--- config.mk ---
export PLATFORM = sky130hd
export DESIGN_NAME = alu_bcd_flat
export DESIGN_NICKNAME = d
export VERILOG_FILES = /design/src/rtl/alu_bcd_if.sv /design/src/rtl/alu_bcd.sv /design/src/flat_wrapper.sv
export SDC_FILE = /design/constraint.sdc
export NUM_CORES = 1
export LEC_CHECK = 0
export ABC_CLOCK_PERIOD_IN_PS = 3000
export CAP_MARGIN = 30
export CELL_PAD_IN_SITES_DETAIL_PLACEMENT = 1
export CELL_PAD_IN_SITES_GLOBAL_PLACEMENT = 1
export CORE_ASPECT_RATIO = 1.5
export CORE_MARGIN = 2
export CORE_UTILIZATION = 39
export CTS_CLUSTER_DIAMETER = 200
export DETAILED_ROUTE_END_ITERATION = 6
export PLACE_DENSITY = 0.78
export SKIP_LAST_GASP = 1
export SLEW_MARGIN = 5
export SYNTH_ARGS = -nofsm -noshare
export SYNTH_HDL_FRONTEND = slang
export SYNTH_SLANG_ARGS = --single-unit
--- constraint.sdc ---
create_clock -name clk -period 3 [get_ports clk]
set_input_delay 0.6 -clock clk [delete_from_list [all_inputs] [get_ports clk]]
set_output_delay 0.6 -clock clk [all_outputs]
set_load 0.01 [all_outputs]
--- src/rtl/alu_bcd_if.sv ---
// Request/response bundle for the decimal-mode ADC/SBC unit: operands and
// status in, busy/done handshake plus registered result and status out.
interface alu_bcd_if;
  logic       start;
  logic       sub;
  logic [7:0] a;
  logic [7:0] b;
  logic [7:0] flag_in;
  logic       busy;
  logic       done;
  logic [7:0] out;
  logic [7:0] flag_out;

  modport master (
    output start, sub, a, b, flag_in,
    input  busy, done, out, flag_out
  );

  modport slave (
    input  start, sub, a, b, flag_in,
    output busy, done, out, flag_out
  );
endinterface

--- src/rtl/alu_bcd.sv ---
// Multi-cycle 6502-style decimal ADC/SBC: low digit in LO, high digit and
// flags in HI, result presented with a one-cycle DONE pulse in FIN.
module alu_bcd (
  input  logic     clk,
  input  logic     rst,
  alu_bcd_if.slave bus
);

  typedef enum logic [1:0] {IDLE, LO, HI, FIN} state_t;

  state_t            state_q, state_d;
  logic [7:0]        a_q, a_d;
  logic [7:0]        b_q, b_d;
  logic              sub_q, sub_d;
  logic [7:0]        flag_q, flag_d;
  logic signed [6:0] al_q, al_d;
  logic [7:0]        out_q, out_d;
  logic [7:0]        flag_out_q, flag_out_d;

  logic              accept;
  logic [10:0]       hi_res;
  logic [7:0]        bin8;
  logic              z_flag;
  logic              unused_flag_bits;

  // Low-nibble add/subtract with decimal adjust; carry/borrow into the high
  // digit is encoded as +0x10 / -0x10 in the returned value.
  function automatic logic signed [6:0] bcd_lo(input logic [3:0] an,
                                              input logic [3:0] bn,
                                              input logic       cin,
                                              input logic       sub);
    logic signed [6:0] t;
    logic signed [6:0] adj;
    if (!sub) begin
      t = $signed({3'b000, an}) + $signed({3'b000, bn}) + $signed({6'b0, cin});
      if (t >= 7'sd10) begin
        adj = t + 7'sd6;
        t   = $signed({3'b001, adj[3:0]});
      end
    end else begin
      t = $signed({3'b000, an}) - $signed({3'b000, bn}) + $signed({6'b0, cin}) - 7'sd1;
      if (t < 7'sd0) begin
        adj = t - 7'sd6;
        t   = $signed({3'b111, adj[3:0]});
      end
    end
    return t;
  endfunction

  // High-digit combine and adjust; returns {C, N, V, OUT}.
  function automatic logic [10:0] bcd_hi(input logic [7:0]        a,
                                         input logic [7:0]        b,
                                         input logic signed [6:0] al,
                                         input logic              cin,
                                         input logic              sub);
    logic signed [10:0] s;
    logic signed [10:0] vs;
    logic signed [10:0] alx;
    logic [8:0]         bin;
    logic               c, n, v;
    alx = $signed({{4{al[6]}}, al});
    vs  = '0;
    bin = '0;
    if (!sub) begin
      s  = $signed({3'b000, a[7:4], 4'b0000}) + $signed({3'b000, b[7:4], 4'b0000}) + alx;
      vs = $signed({{3{a[7]}}, a[7:4], 4'b0000}) + $signed({{3{b[7]}}, b[7:4], 4'b0000}) + alx;
      n  = s[7];
      v  = (vs > 11'sd127) || (vs < -11'sd128);
      if (s >= 11'sd160) s = s + 11'sd96;
      c  = (s >= 11'sd256);
    end else begin
      s = $signed({3'b000, a[7:4], 4'b0000}) - $signed({3'b000, b[7:4], 4'b0000}) + alx;
      if (s < 11'sd0) s = s - 11'sd96;
      bin = {1'b0, a} - {1'b0, b} - {8'b0, ~cin};
      c   = ~bin[8];
      n   = bin[7];
      v   = (a[7] ^ b[7]) & (a[7] ^ bin[7]);
    end
    return {c, n, v, s[7:0]};
  endfunction

  assign accept = ((state_q == IDLE) || (state_q == FIN)) && bus.start;

  always_comb begin
    state_d = state_q;
    unique case (state_q)
      IDLE, FIN: state_d = bus.start ? LO : IDLE;
      LO:        state_d = HI;
      HI:        state_d = FIN;
      default:   state_d = IDLE;
    endcase
  end

  // Operand latch: only written when a request is accepted.
  always_comb begin
    a_d    = a_q;
    b_d    = b_q;
    sub_d  = sub_q;
    flag_d = flag_q;
    if (accept) begin
      a_d    = bus.a;
      b_d    = bus.b;
      sub_d  = bus.sub;
      flag_d = bus.flag_in;
    end
  end

  // Stage LO: low digit
  always_comb begin
    al_d = al_q;
    if (state_q == LO) al_d = bcd_lo(a_q[3:0], b_q[3:0], flag_q[0], sub_q);
  end

  // Stage HI: high digit, flags, result register
  always_comb begin
    hi_res = bcd_hi(a_q, b_q, al_q, flag_q[0], sub_q);
    // Z follows the plain binary result, not the decimal-adjusted one.
    bin8   = sub_q ? (a_q - b_q - {7'b0, ~flag_q[0]})
                   : (a_q + b_q + {7'b0, flag_q[0]});
    z_flag = (bin8 == 8'h00);
    out_d      = out_q;
    flag_out_d = flag_out_q;
    if (state_q == HI) begin
      out_d      = hi_res[7:0];
      flag_out_d = {hi_res[9], hi_res[8], flag_q[5:2], z_flag, hi_res[10]};
    end
  end

  assign unused_flag_bits = ^{flag_q[7:6], flag_q[1]};

  always_ff @(posedge clk) begin
    if (rst) begin
      state_q    <= IDLE;
      a_q        <= '0;
      b_q        <= '0;
      sub_q      <= 1'b0;
      flag_q     <= '0;
      al_q       <= '0;
      out_q      <= '0;
      flag_out_q <= '0;
    end else begin
      state_q    <= state_d;
      a_q        <= a_d;
      b_q        <= b_d;
      sub_q      <= sub_d;
      flag_q     <= flag_d;
      al_q       <= al_d;
      out_q      <= out_d;
      flag_out_q <= flag_out_d;
    end
  end

  assign bus.busy     = (state_q == LO) || (state_q == HI);
  assign bus.done     = (state_q == FIN);
  assign bus.out      = out_q;
  assign bus.flag_out = flag_out_q;

endmodule

--- src/flat_wrapper.sv ---
// flat-port wrapper written by rule: the top's interface ports become plain ports
module alu_bcd_flat 
  (clk, rst, bus_start, bus_sub, bus_a, bus_b, bus_flag_in, bus_busy, bus_done, bus_out, bus_flag_out);
  alu_bcd_if bus_i ();
  input  logic clk;
  input  logic rst;
  input wire logic [$bits(bus_i.start)-1:0] bus_start;
  input wire logic [$bits(bus_i.sub)-1:0] bus_sub;
  input wire logic [$bits(bus_i.a)-1:0] bus_a;
  input wire logic [$bits(bus_i.b)-1:0] bus_b;
  input wire logic [$bits(bus_i.flag_in)-1:0] bus_flag_in;
  output wire logic [$bits(bus_i.busy)-1:0] bus_busy;
  output wire logic [$bits(bus_i.done)-1:0] bus_done;
  output wire logic [$bits(bus_i.out)-1:0] bus_out;
  output wire logic [$bits(bus_i.flag_out)-1:0] bus_flag_out;
  assign bus_i.start = bus_start;
  assign bus_i.sub = bus_sub;
  assign bus_i.a = bus_a;
  assign bus_i.b = bus_b;
  assign bus_i.flag_in = bus_flag_in;
  assign bus_busy = bus_i.busy;
  assign bus_done = bus_i.done;
  assign bus_out = bus_i.out;
  assign bus_flag_out = bus_i.flag_out;
  alu_bcd u_core (.clk(clk), .rst(rst), .bus(bus_i));
endmodule
---- Word-level counts from Yosys, hierarchy flattened ----
Cells that the tools add are included.
storage, ports and cells
  register bits ........................... 48
  input bits .............................. 28
  output and inout port bits .............. 18
  word-level logic and storage cells ...... 64
operators by class
  add/sub/neg operators ................... 21
  $lt $le $gt $ge ......................... 7
  equal/unequal tests ..................... 3
  mux-type cells .......................... 13
  bitwise logic cells ..................... 5
  reductions and logical operators ........ 7
operator list
  kind                   count
  $mux 8                 3
  $mux 11                2
  $mux 7                 3
  $add 9x7->10           2
  $add 8x8->9            2
  $sub 8x8->9            2
  $add 10x7->11          1
  $add 11x8->11 const B  1
  $ge 11x10->1 const B   1
  $ge 11x9->1 const B    1
  $gt 11x8->1 const B    1
  $lt 11x1->1 const B    1
  $lt 11x8->1 const B    1
  $sub 9x1->9            1
  $add 8x1->8            1
  $add 8x8->8            1
  $logic_not 8->1        1
  $sub 8x1->8            1
  $sub 8x8->8            1
  $sub 8x8->8 const B    1
  $ge 7x5->1 const B     1
  $lt 7x1->1 const B     1
  $sub 7x2->7 const B    1
  $add 5x1->6            1
  16 further kinds       24

---- Depth between registers and ports, before layout ----
  word-level depth ........................ 7
  mapped depth ............................ 15
  depth with buffers taken out ............ 15

---- Worst setup path after synthesis ----
Ideal clock, no wire load.
  kind .................................... register to register
  start point ............................. register u_core.b_q[6]
  end point ............................... register u_core.flag_out_q[0] (netlist: u_core.bus.flag_out[0])
  library setup time ...................... 91 ps
  arrival ................................. 3098 ps
  required time ........................... 2909 ps
  slack ................................... -189 ps
  cell stages (with the launch flop) ...... 16
  buffers on the path ..................... 1
  clock period less this slack ............ 3189 ps
  cells stage by stage .................... dfxtp_1 -> inv_1 -> ha_1 -> clkbuf_1 -> inv_2 -> a21oi_1 -> nor2_1 -> or2_1 -> ha_1 -> a21oi_1 -> nand2_1 -> a41oi_1 -> xor2_1 -> mux2i_1 -> a311o_1 -> a311oi_1
between the ends
  cells in the longest elaborated chain, start to end .. 7
  elaborated cells on any way between the ends .. 11
  classes of those cells .................. add/sub (5); order compare (2); mux (3); bitwise (1)
RTL lines
  element                                              RTL line        source
  start, declared                                      alu_bcd.sv:13   logic [7:0] b_q, b_d;
  start signal, assigned                               alu_bcd.sv:135  b_q <= '0;
  start signal, assigned                               alu_bcd.sv:144  b_q <= b_d;
  $add 8x8->9                                          alu_bcd.sv:65   s = $signed({3'b000, a[7:4], 4'b0000}) + $signed({3'b000, b[7:4], 4'b0000}) + alx;
  $add 10x7->11                                        alu_bcd.sv:65
  $add 11x8->11 / $ge 11x9->1 (equally long branches)  alu_bcd.sv:69   if (s >= 11'sd160) s = s + 11'sd96;
  $mux 11                                              alu_bcd.sv:69
  $mux 11                                              alu_bcd.sv:64   if (!sub) begin
  $ge 11x10->1                                         alu_bcd.sv:70   c = (s >= 11'sd256);
  $mux 1 *                                             alu_bcd.sv:64
  end signal, assigned                                 alu_bcd.sv:149  flag_out_q <= flag_out_d;
  end, declared                                        alu_bcd.sv:18   logic [7:0] flag_out_q, flag_out_d;
Every way passes the cells marked *; elsewhere a longest branch is shown, timed or not. The select of a mux whose other input is x is not followed.
A chain may end at the register's enable or synchronous reset.

---- Final worst setup path ----
  start point ............................. register u_core.b_q[5]
  end point ............................... register u_core.flag_out_q[0] (netlist: u_core.bus.flag_out[0])
The elaborated chain is that of the path after synthesis.

==> impl_metrics.env <==
export IMPL_status="complete, but fails checks"
export IMPL_violations="setup timing"
export IMPL_synthAdderAreaFrac_pct=23.02
export IMPL_ctsHoldBuffers=0
export IMPL_wl_per_cell_um=22.01
export IMPL_fin_nets=713
export IMPL_synth_common_cells="62 x nand2_1, 54 x ha_1, 47 x a21oi_1, 47 x dfxtp_1, 46 x inv_1"
export IMPL_seqPwrFrac_pct=19.8
export IMPL_path_class="register to register"
export IMPL_synth_area_mm2=0.004153
export IMPL_worstPathArrival_ns=3.40
export IMPL_cp_common_cell="a21oi_2"
export IMPL_die_x_um=88.26
export IMPL_drc=0
export IMPL_synth_area_leaders="dfxtp_1 23%, ha_1 16%, fa_1 6.7%"
export IMPL_instances_no_fill=762
export IMPL_synth_seq_cells=47
export IMPL_slowest_delay_ns=0.42
export IMPL_p_int_uw=2227
export IMPL_first_pass_iters=4
export IMPL_rows=46
export IMPL_syn_inst=505
export IMPL_synth_top_area_cell="dfxtp_1"
export IMPL_synthSimpleGateAreaFrac_pct=17.35
export IMPL_vias_per_cell=5.668
export IMPL_vdd_drop_max_v=0.0005369
export IMPL_netlist_area_leader_share_pct=22.66
export IMPL_overflow=0
export IMPL_pwr_share_comb_pct=59.7
export IMPL_setup_slack_ns=-0.1830
export IMPL_die_height_um=130.4
export IMPL_drt_iter0_drc=164
export IMPL_root_buffer="clkbuf_16"
export IMPL_place_hpwl_um=10340
export IMPL_gp_congestion=0.9039
export IMPL_die_area_mm2=0.01151
export IMPL_worstPathMaxFanout=4
export IMPL_drv_slew=0
export IMPL_grt_usage_pct=26.95
export IMPL_antenna_found_initial=0
export IMPL_multi_input_area_mm2=0.003390
export IMPL_synth_top_family_by_area="adder cells"
export IMPL_powerDensity_mw_per_mm2=631.1
export IMPL_max_cap_violations=0
export IMPL_dp_cells=735
export IMPL_worstMarginPinSlew_ns=0.8593
export IMPL_muxShareOfSynthArea_pct=4.670
export IMPL_area_delta_synth_final_pct=43.93
export IMPL_path_cells="buf_4 -> fa_2 -> a21oi_2 -> nor2_1 -> or2_4 -> ha_4 -> a21oi_2 -> nand2_1 -> a41oi_2 -> xor2_2 -> mux2i_1 -> a311o_1 -> a311oi_2"
export IMPL_cts_clk_slew_worst_paths_ns=0.08
export IMPL_clk_latency_ns=0.30
export IMPL_ant_nets=0
export IMPL_num_fill_cells=1223
export IMPL_synth_compound_area_share_pct=19.01
export IMPL_yosysMostFrequentCell="nand2_1"
export IMPL_synthXorXnorAreaFrac_pct=6.930
export IMPL_dpl_instance_area_mm2=0.005199
export IMPL_cts_htree_levels=2
export IMPL_fin_area_mm2=0.005977
export IMPL_clock_sinks=47
export IMPL_initial_core_util_pct=39.64
export IMPL_worstSetupStartpointType="register"
export IMPL_rsz0062_at_grt="true"
export IMPL_routed_wl_um=16770
export IMPL_p_sw_share_pct=40.97
export IMPL_asyncSetResetFlopFracSynth_pct=0
export IMPL_period_share_pct=106.1
export IMPL_finalCriticalPeriod_ns=3.183
export IMPL_yosys_warnings=0
export IMPL_p_clk_share_pct=20.4
export IMPL_grt_pass1_wl_um=23740
export IMPL_antenna_cells=0
export IMPL_synth_ff_type="dfxtp_1"
export IMPL_layout_drive_gt1_share_pct=28.80
export IMPL_cpLargestDelayFamily="compound AO/OA/AOI/OAI gates"
export IMPL_worstHoldPathType="register to register"
export IMPL_yosysSeqAreaShare_pct=22.66
export IMPL_finalSetupViolations=6
export IMPL_grt_max_degree=38
export IMPL_synthDistinctLibCells=66
export IMPL_netSwitchingPower_uw=1545
export IMPL_max_freq_mhz=314.2
export IMPL_p_leak_uw=0.002495
export IMPL_core_mm2=0.01048
export IMPL_synth_avg_cell_area_um2=8.223
export IMPL_ios=46
export IMPL_cts_buffers=5
export IMPL_synth_nets=601
export IMPL_crit_buf_inv=1
export IMPL_required_ns=3.22
export IMPL_end_kind="register"
export IMPL_synth_edf_count=0
export IMPL_vias=4319
export IMPL_crit_slowest_cell="fa_2"
export IMPL_clock_path_buffers=2
export IMPL_cts_tree="done"
export IMPL_finClkSkew_ns=0.008366
export IMPL_grt_pass1_vias=4617
export IMPL_hold_viol=0
export IMPL_io_buffers=42
export IMPL_regArea_um2=958.4
export IMPL_relSlewSlack_pct=42.72
per-layer routing:
layer,wire length (um),up-vias,GRT usage [%]
li1,-,1966,-
met1,5986,2108,28.55
met2,8971,171,50.77
met3,630,74,3.706
met4,1185,0,13.55
met5,0,-,0
cells in the final DEF (no fill, tap or decap), drive strengths merged, types with 5 or more instances in the layout:
master and count:
mux2i 16, o21bai 5, xnor2 23, o21ai 6
nand2 62, o2111ai 5, nor2 37, xor2 9
a21oi 47, nor3 13, nand3 13, nand2b 6
fa 14, clkdlybuf4s50 41, ha 54, a21o 8
buf 85, dfxtp 47, clkbuf 5, inv 49
flip-flops by register name (all words and copies together), names as in the netlist:
name / flops
u_core.al_q: 7
u_core.flag_q: 5
u_core.state_q: 2
u_core.b_q: 8
u_core.sub_q: 1
u_core.bus.out: 8
u_core.a_q: 8
u_core.bus.flag_out: 8
metrics by stage:
| step | power (uW) | utilization, % | TNS (ns) | hold slack (ns) | worst slack (ns) |
|---|---|---|---|---|---|
| 3_5_place_dp | 2461 | 49.63 | -1.266 | 0.4477 | -0.3199 |
| 5_1_grt | 3938 | 57.06 | -1.070 | 0.4787 | -0.2347 |
| 4_1_cts | 3424 | 54.96 | -0.2910 | 0.4576 | -0.1007 |
| 6_report | 3772 | 57.06 | -0.4794 | 0.4599 | -0.1830 |
| 3_3_place_gp | 2368 | 49.63 | -0.6009 | 0.4429 | -0.1928 |
| 2_1_floorplan | 1844 | - | -0.03940 | 0.4360 | -0.02082 |
path summary, 6_finish.rpt:
kind | start | to | slack [ns] | depth (start not counted)
hold reg to reg | u_core.flag_q[5] | u_core.flag_q[5] | 0.46 | 2
setup reg to reg | u_core.b_q[5] | u_core.bus.flag_out[0] | -0.18 | 13
hold / removal | u_core.flag_q[5] | u_core.flag_q[5] | 0.46 | 2
setup / recovery | u_core.b_q[5] | u_core.bus.flag_out[0] | -0.18 | 13
final cells by class:
type                       count  share of cell area (%)
clock buffer                   5                   2.093
clock inverter                 3                   1.193
inverter                      48                   3.056
multi-input combinational    389                   56.71
sequential                    47                   16.04
tap                          144                   3.014
timing repair buffer         126                   17.90
power groups by stage:
stage	logic, uW	registers, uW	clock network [uW]
3_5_place_dp	1710	750	0
5_1_grt	2390	753	798
2_1_floorplan	1090	751	0
3_3_place_gp	1620	747	0
6_report	2250	747	771
4_1_cts	1920	739	761
cell families after synthesis:
logic type | after synthesis
adders and majority gates | 68
AOI/OAI and AO/OA | 115
muxes | 18
DFF | 47
xor gates and xnor gates | 32
buffers and inverters | 69
and+or+nand+nor | 156
worst min-delay path: cells and delay by family (launching register included):
| kind | cells | cell delay [ns] |
|---|---|---|
| DFF | 1 | 0.31 |
| and+or+nand+nor | 1 | 0.05 |
| AOI/OAI and AO/OA | 1 | 0.05 |
timing repair:
| item | in CTS | in global routing |
|---|---|---|
| buffers inserted | 13 | 6 |
| pin swaps | 54 | 27 |
| gates cloned | 0 | 0 |
| resized for setup | 51 | 35 |
| endpoints found under the setup margin | 9 | 13 |
No activity file was read; power rests on OpenSTA's default activity.
